### src/rtl/fir_tap_serial.sv
// fir_tap_serial: N-tap direct-form FIR built around one time-multiplexed MAC.
//
// Every accepted sample shifts the delay line. The block then runs N_TAPS
// multiply-accumulate cycles. The full-precision sum is rounded (half toward
// +inf), saturated to NB_DATA bits, and registered into o_data. A one-cycle
// o_valid strobe follows. Coefficients can be written only while idle, so they
// stay stable for a whole computation.
//
// Ports:
//   i_clk, i_rst            clock, asynchronous active-high reset
//   i_valid, i_data         sample input; accepted when i_valid && o_ready
//   o_ready, o_busy         ready only in IDLE; o_busy = ~o_ready
//   i_coef_we/addr/coef     coefficient write port (honoured only in IDLE)
//   o_valid, o_data         result strobe and held result
`timescale 1ns/1ps
module fir_tap_serial #(
    parameter int N_TAPS   = 8,
    parameter int NB_DATA  = 8,
    parameter int NB_COEF  = 8,
    parameter int NBF_COEF = 6,
    localparam int NB_ADDR = $clog2(N_TAPS)
) (
    input  logic               i_clk,
    input  logic               i_rst,
    input  logic               i_valid,
    input  logic [NB_DATA-1:0] i_data,
    output logic               o_ready,
    output logic               o_busy,
    input  logic               i_coef_we,
    input  logic [NB_ADDR-1:0] i_coef_addr,
    input  logic [NB_COEF-1:0] i_coef,
    output logic               o_valid,
    output logic [NB_DATA-1:0] o_data
);

    localparam int NB_PROD = NB_DATA + NB_COEF;
    localparam int NB_ACC  = NB_PROD + $clog2(N_TAPS);
    // One guard bit so that adding the rounding constant cannot overflow.
    localparam int NB_RND  = NB_ACC + 1;

    localparam logic signed [NB_RND-1:0] RND_HALF = NB_RND'(1) << (NBF_COEF - 1);
    localparam logic signed [NB_RND-1:0] SAT_MAX  = NB_RND'((1 << (NB_DATA - 1)) - 1);
    localparam logic signed [NB_RND-1:0] SAT_MIN  = NB_RND'(-(1 << (NB_DATA - 1)));
    localparam logic [NB_ADDR-1:0]       IDX_LAST = NB_ADDR'(N_TAPS - 1);

    typedef enum logic [1:0] {IDLE, MAC, DONE} state_t;

    state_t                     state_q, state_d;
    logic signed [NB_DATA-1:0]  x_q [N_TAPS];
    logic signed [NB_COEF-1:0]  h_q [N_TAPS];
    logic signed [NB_ACC-1:0]   acc_q, acc_d;
    logic [NB_ADDR-1:0]         idx_q, idx_d;
    logic [NB_DATA-1:0]         data_q, data_d;

    logic                       accept;
    logic                       coef_wr;
    logic signed [NB_PROD-1:0]  prod;
    logic signed [NB_ACC-1:0]   sum;
    logic signed [NB_RND-1:0]   sum_ext;
    logic signed [NB_RND-1:0]   sum_rnd;
    logic signed [NB_RND-1:0]   shifted;
    logic [NB_DATA-1:0]         sat;

    assign accept  = i_valid && (state_q == IDLE);
    assign coef_wr = i_coef_we && (state_q == IDLE) && (32'(i_coef_addr) < N_TAPS);

    // ---------------- MAC datapath ----------------
    assign prod    = x_q[idx_q] * h_q[idx_q];
    assign sum     = acc_q + {{(NB_ACC - NB_PROD){prod[NB_PROD-1]}}, prod};
    assign sum_ext = {sum[NB_ACC-1], sum};
    assign sum_rnd = sum_ext + RND_HALF;
    assign shifted = sum_rnd >>> NBF_COEF;

    always_comb begin
        if (shifted > SAT_MAX)      sat = SAT_MAX[NB_DATA-1:0];
        else if (shifted < SAT_MIN) sat = SAT_MIN[NB_DATA-1:0];
        else                        sat = shifted[NB_DATA-1:0];
    end

    // ---------------- control FSM ----------------
    always_comb begin
        state_d = state_q;
        acc_d   = acc_q;
        idx_d   = idx_q;
        data_d  = data_q;
        unique case (state_q)
            IDLE: begin
                if (accept) begin
                    acc_d   = '0;
                    idx_d   = '0;
                    state_d = MAC;
                end
            end
            MAC: begin
                acc_d = sum;
                idx_d = idx_q + 1'b1;
                // The final sum bypasses acc_q and goes straight to the output
                // register, so DONE follows the last MAC cycle directly.
                if (idx_q == IDX_LAST) begin
                    data_d  = sat;
                    state_d = DONE;
                end
            end
            DONE:    state_d = IDLE;
            default: state_d = IDLE;
        endcase
    end

    always_ff @(posedge i_clk or posedge i_rst) begin
        if (i_rst) begin
            state_q <= IDLE;
            acc_q   <= '0;
            idx_q   <= '0;
            data_q  <= '0;
        end else begin
            state_q <= state_d;
            acc_q   <= acc_d;
            idx_q   <= idx_d;
            data_q  <= data_d;
        end
    end

    // Delay line: shifts only on an accepted sample.
    always_ff @(posedge i_clk or posedge i_rst) begin
        if (i_rst) begin
            for (int k = 0; k < N_TAPS; k++) x_q[k] <= '0;
        end else if (accept) begin
            x_q[0] <= i_data;
            for (int k = 1; k < N_TAPS; k++) x_q[k] <= x_q[k-1];
        end
    end

    // Coefficient bank. A write in the same IDLE cycle as an accept is used by
    // that computation, because MAC reads h_q only from the next cycle on.
    always_ff @(posedge i_clk or posedge i_rst) begin
        if (i_rst) begin
            for (int k = 0; k < N_TAPS; k++) h_q[k] <= '0;
        end else if (coef_wr) begin
            h_q[i_coef_addr] <= i_coef;
        end
    end

    assign o_ready = (state_q == IDLE);
    assign o_busy  = ~o_ready;
    assign o_valid = (state_q == DONE);
    assign o_data  = data_q;

endmodule

### config.mk
export PLATFORM = sky130hd
export DESIGN_NAME = fir_tap_serial
export DESIGN_NICKNAME = d
export VERILOG_FILES = /design/src/rtl/fir_tap_serial.sv
export SDC_FILE = /design/constraint.sdc
export NUM_CORES = 1
export LEC_CHECK = 0
export CAP_MARGIN = 40
export CORE_ASPECT_RATIO = 1.25
export CORE_MARGIN = 5
export CORE_UTILIZATION = 40
export DETAILED_ROUTE_END_ITERATION = 10
export GPL_ROUTABILITY_DRIVEN = 0
export SLEW_MARGIN = 40
export SYNTH_ARGS = -nofsm -noshare
export SYNTH_HDL_FRONTEND = slang
export SYNTH_SLANG_ARGS = --single-unit
### constraint.sdc
create_clock -name i_clk -period 10.4 [get_ports i_clk]
set_clock_uncertainty 0.05 [all_clocks]
set_input_delay 2.6 -clock i_clk [delete_from_list [all_inputs] [get_ports i_clk]]
set_output_delay 2.6 -clock i_clk [all_outputs]
set_load 0.01 [all_outputs]
==> out/qor.yml, run 1 <==
antenna_found_initial: 0
cp-end-kind: "flop"
wl_per_cell_um: 16.0
synthFlopType: "dfrtp_1"
slew_headroom: 0.437
synth_most_common_cell: "nand2_1"
io_pins: 34
synthXorXnorAreaFrac: 0.0232
path_class: "flop to flop"
critPathSlowestCell: "dfrtp_1"
max_clock_freq_mhz: 112
grt_pass1_vias: 7949
fin_crit_ns: 8.97
start_util: 0.407
cts_tree: "done"
startpoint_type: "flop"
grt-ovfl-total: 0
postCtsSetupBuffers: 0
final_util: 0.458
die_area_um2: 30800
htreeDepth: 4
synth-simple-area-share: 0.161
final_cell_area_um2: 12300
worstPathRequired_ns: 10.66
nets: 1243
finalHoldViolCount: 0
top_layer_used: "met4"
numClockSinks: 160
clkTransAtPathRegs_ns: 0.07
rows: 67
hold_ws_ns: 0.427
synth-warning-count: 0
antenna_cells: 0
seq_area_frac_synth: 0.365
routed_wl_mm: 23.6
yosysTopAreaCell: "dfrtp_1"
syn_area_um2: 11000
synth-seq-cells: 160
syn_inst: 1090
met3WireLength_um: 548
muxShareOfSynthArea: 0.151
path_max_fanout: 17
max-clock-path-buffers: 2
synth_top_family_by_area: "simple AND/OR/NAND/NOR gates"
core_area_um2: 26900
cts_root_buf: "clkbuf_16"
first_pass_iters: 5
worst_hold_path_type: "flop to flop"
multi_input_area_um2: 6440
cts_resized: 0
synthArstFlopShare: 1.00
synth-edff-count: 0
drt-initial-drc-count: 362
synthAdderAreaFrac: 0.161
cts_buffers: 17
crit_top_cell: "fa_1"
worstSkewPairLatency_ns: 0.44
synth_compound_area_frac: 0.0903
synth_cell_type_count: 69
syn_avg_cell_area_um2: 10.1
drc: 0
tightest_slew_ns: 0.843
hold_buffers: 0
grt.total_usage: 0.162
setup_viol: 0
area_growth_pct: 12.4
nFillCells: 2538
period_share: 0.862
antenna_left: 0
wl_met1_mm: 10.6
crit_arrival_ns: 9.23
rsz0062_at_grt: "no"
die_w_um: 158
finalSetupTns_ns: 0
synth_top_area_frac: 0.365
report.final.slew_viol_count: 0
vias_per_cell: 5.24
dpl_cell_area_um2: 11700
outcome: "finished, final reports clean"
max_stage_delay_ns: 0.74
ff_latch_area_um2: 4010
synth_area_leaders: "dfrtp_1, fa_1, nand2_1"
drv_cap: 0
met2WireLength_mm: 12.0
layout-drive-gt1-share: 0.161
die_h_um: 195
io_buffers: 33
grt_max_degree: 86
synth.top_cells.by_count: "nand2_1, dfrtp_1, inv_1, nor2_1, mux2_2"
grt_pass1_wl_mm: 40.3
syn_nets: 1220
place_hpwl_mm: 17.2
via_count: 7710
per-layer routing:
metal	vias up	GRT usage
li1	3718	-
met1	3867	0.212
met2	95	0.274
met3	30	0.0255
met4	0	0.0547
met5	-	0
layout by cell type (no fill, tap or decap), types with 3 or more instances in the layout:
cell type / Yosys / final
nand2_1: 230 / 229
dfrtp_1: 160 / 158
inv_1: 99 / 98
nor2_1: 68 / 68
mux2_2: 65 / 65
fa_1: 56 / 56
ha_1: 51 / 51
o21ai_0: 37 / 37
clkdlybuf4s50_1: 0 / 33
mux4_2: 32 / 32
a21oi_1: 26 / 26
nand3_1: 25 / 25
xnor2_1: 20 / 20
clkbuf_16: 0 / 17
or2_2: 15 / 15
mux2i_1: 20 / 15
nor2b_1: 13 / 13
a21o_1: 12 / 12
nor3_1: 11 / 11
buf_4: 0 / 10
xor2_1: 9 / 9
nand2b_1: 9 / 9
o211ai_1: 8 / 8
o21ai_1: 7 / 7
o21a_1: 6 / 6
and2_1: 7 / 6
a211oi_1: 6 / 6
mux2i_2: 0 / 5
o211a_1: 4 / 4
bufinv_16: 0 / 4
inv_6: 0 / 4
o21bai_1: 3 / 3
and3_1: 3 / 3
clkbuf_1: 30 / 3
through the flow:
| stage | instances | worst slack, ns |
|---|---|---|
| 3_3_place_gp | 1439 | 1.54 |
| 4_1_cts | 1471 | 1.40 |
| 5_1_grt | 1471 | 0.569 |
| 3_5_place_dp | 1439 | 1.42 |
| 6_report | 1471 | 1.43 |
| 2_1_floorplan | 1090 | 2.05 |
path summary, 6_finish.rpt:
| kind | from | end | slack, ns | cells after the start |
|---|---|---|---|---|
| min in group asynchronous | i_rst | x_q[61] | 2.62 | 2 |
| hold / removal | x_q[4] | x_q[4] | 0.43 | 2 |
| setup reg to reg | idx_q[1] | o_data[5] | 1.43 | 26 |
| hold reg to reg | x_q[4] | x_q[4] | 0.43 | 2 |
| max in group asynchronous | i_rst | h_q[41] | 6.60 | 3 |
| setup / recovery | idx_q[1] | o_data[5] | 1.43 | 26 |
cells by family (layout without fill, tap and decap cells):
family                   after synthesis  after routing
flip-flops                           160            160
XOR/XNOR                              29             29
adder cells (fa/ha/maj)              107            107
AND/OR/NAND/NOR                      399            399
buffers and inverters                139            175
multiplexers                         117            117
AO/OA/AOI/OAI                        139            139
final cells by class:
type,instances,share of cell area
clock buffer,22,0.0377
sequential,160,0.325
inverter,99,0.0308
timing repair buffer,44,0.0338
clock inverter,10,0.0139
tap,345,0.0351
multi-input combinational,791,0.523
critical path, delay by kind of cell, from the launching register on:
family          cells  cell delay [ns]
fa+ha+maj           6             2.80
compound gates     10             2.24
simple gates        3             0.75
mux                 2             1.07
flops               1             0.74
buf+inv             3             0.48
xor+xnor            2             0.69
flip-flops by register name (all words and copies together), names as in the netlist:
register  count
o_data        8
h_q          64
x_q          64
acc_q        19
idx_q         3
state_q       2
Power of run 1 is not shown: default switching activity piles up to over one toggle a cycle in this logic, so the estimate is an artifact.
==> run 2: changes to the inputs <==
- SKIP_LAST_GASP: unset -> 1
==> results of run 2 <==
Final layout, timing and power as in run 1 (identical DEF).
Power of run 2 is left out for the same reason.
==> run 3: changes to the inputs <==
- CORE_UTILIZATION: 40 -> 34
==> out/qor.yml, run 3 (synthesis gave the netlist of run 1 again) <==
nets: 1244
tightest_slew_ns: 0.822
drc: 0
io_buffers: 33
die_w_um: 171
grt_pass1_wl_mm: 41.2
nFillCells: 3146
routed_wl_mm: 23.9
hold_depth: 2
met3_usage: 0.0271
rsz0062_at_grt: "no"
worstSkewPairLatency_ns: 0.44
r2r_cells: 30
via_count: 7767
report.final.slew_viol_count: 0
critPathSlowestCell: "dfrtp_4"
grt-ovfl-total: 0
period_share: 0.840
cp-end-kind: "flop"
reg2reg_to: "o_data[0]"
die_h_um: 211
antenna_cells: 0
grt_util_met1: 0.170
r2r_start: "idx_q[0]"
area_growth_pct: 12.4
drt-initial-drc-count: 354
path_class: "flop to flop"
met2_usage: 0.248
hp-start: "x_q[6]"
ff_latch_area_um2: 4010
rows: 73
grt_pass1_vias: 8254
crit_arrival_ns: 9.05
timing.critical_path.buf_inv: 4
critical_path.top_delay_family: "adder cells"
final_common_cell: "nand2_1"
crit_top_cell: "fa_1"
slew_headroom: 0.436
rrSetupSlack_ns: 1.66
max_clock_freq_mhz: 114
cts_root_buf: "clkbuf_16"
io_pins: 34
worstPathRequired_ns: 10.71
postCtsSetupBuffers: 0
layout-drive-gt1-share: 0.158
cts_buffers: 17
grt-busiest-layer: "met2"
outcome: "finished, final reports clean"
drv_cap: 0
finalHoldViolCount: 0
finalSetupTns_ns: 0
grt.total_usage: 0.141
grt_max_degree: 83
vias_per_cell: 5.05
fin_crit_ns: 8.74
htreeDepth: 4
numClockSinks: 160
worst_hold_path_type: "flop to flop"
cts_tree: "done"
clkTransAtPathRegs_ns: 0.06
place_hpwl_mm: 17.7
cts_resized: 0
setup_viol: 0
start_util: 0.345
first_pass_iters: 4
min_to: "x_q[6]"
multi_input_area_um2: 6430
die_area_um2: 35900
reg_top3: "h_q: 64 flops, x_q: 64 flops, acc_q: 19 flops"
core_area_um2: 31800
wl_per_cell_um: 15.6
path_max_fanout: 25
hold_buffers: 0
startpoint_type: "flop"
max-clock-path-buffers: 2
antenna_found_initial: 0
max_stage_delay_ns: 0.75
antenna_left: 0
layout_common_cells: "nand2_1, dfrtp_1, inv_1"
==> run 3: routing by layer <==
| layer | share of wire | up-vias |
|---|---|---|
| met5 | 0 | - |
| met4 | 0.026 | 0 |
| met3 | 0.027 | 38 |
| met2 | 0.52 | 99 |
| met1 | 0.43 | 3913 |
| li1 | - | 3717 |
==> run 3: worst min-delay path: cells and delay by family, from the launching register on <==
kind          cells  cell delay [ns]
flops             1             0.34
simple gates      2             0.10
==> run 3: area by class of cell <==
cell class | instances | area share
Timing Repair Buffer | 45 | 0.0344
Tap cell | 412 | 0.0419
Sequential cell | 160 | 0.325
Inverter | 99 | 0.0308
Clock buffer | 20 | 0.0371
Multi-Input combinational cell | 791 | 0.522
Clock inverter | 10 | 0.00823
==> run 3: worst max path at each step <==
stage	startpoint	endpoint	slack (ns)	cells past startpoint
after CTS	idx_q[0]	o_data[0]	1.53	30
final	idx_q[0]	o_data[0]	1.66	30
after global routing	idx_q[0]	o_data[4]	0.88	26
after detailed placement	idx_q[0]	o_data[0]	1.55	30
after floorplan	idx_q[0]	o_data[0]	2.05	28
after global placement	idx_q[0]	o_data[1]	1.46	30
==> run 3: stage by stage <==
step	std cells	cell area, µm²	util	hold WS, ns	setup WS (ns)
final	1537	12300	0.387	0.428	1.66
after detailed placement	1507	11800	0.370	0.415	1.55
after CTS	1537	12300	0.387	0.432	1.53
after floorplan	1090	11000	-	0.391	2.05
after global placement	1507	11700	0.369	0.403	1.46
after global routing	1537	12300	0.387	0.448	0.876
Power of run 3 is left out for the same reason.
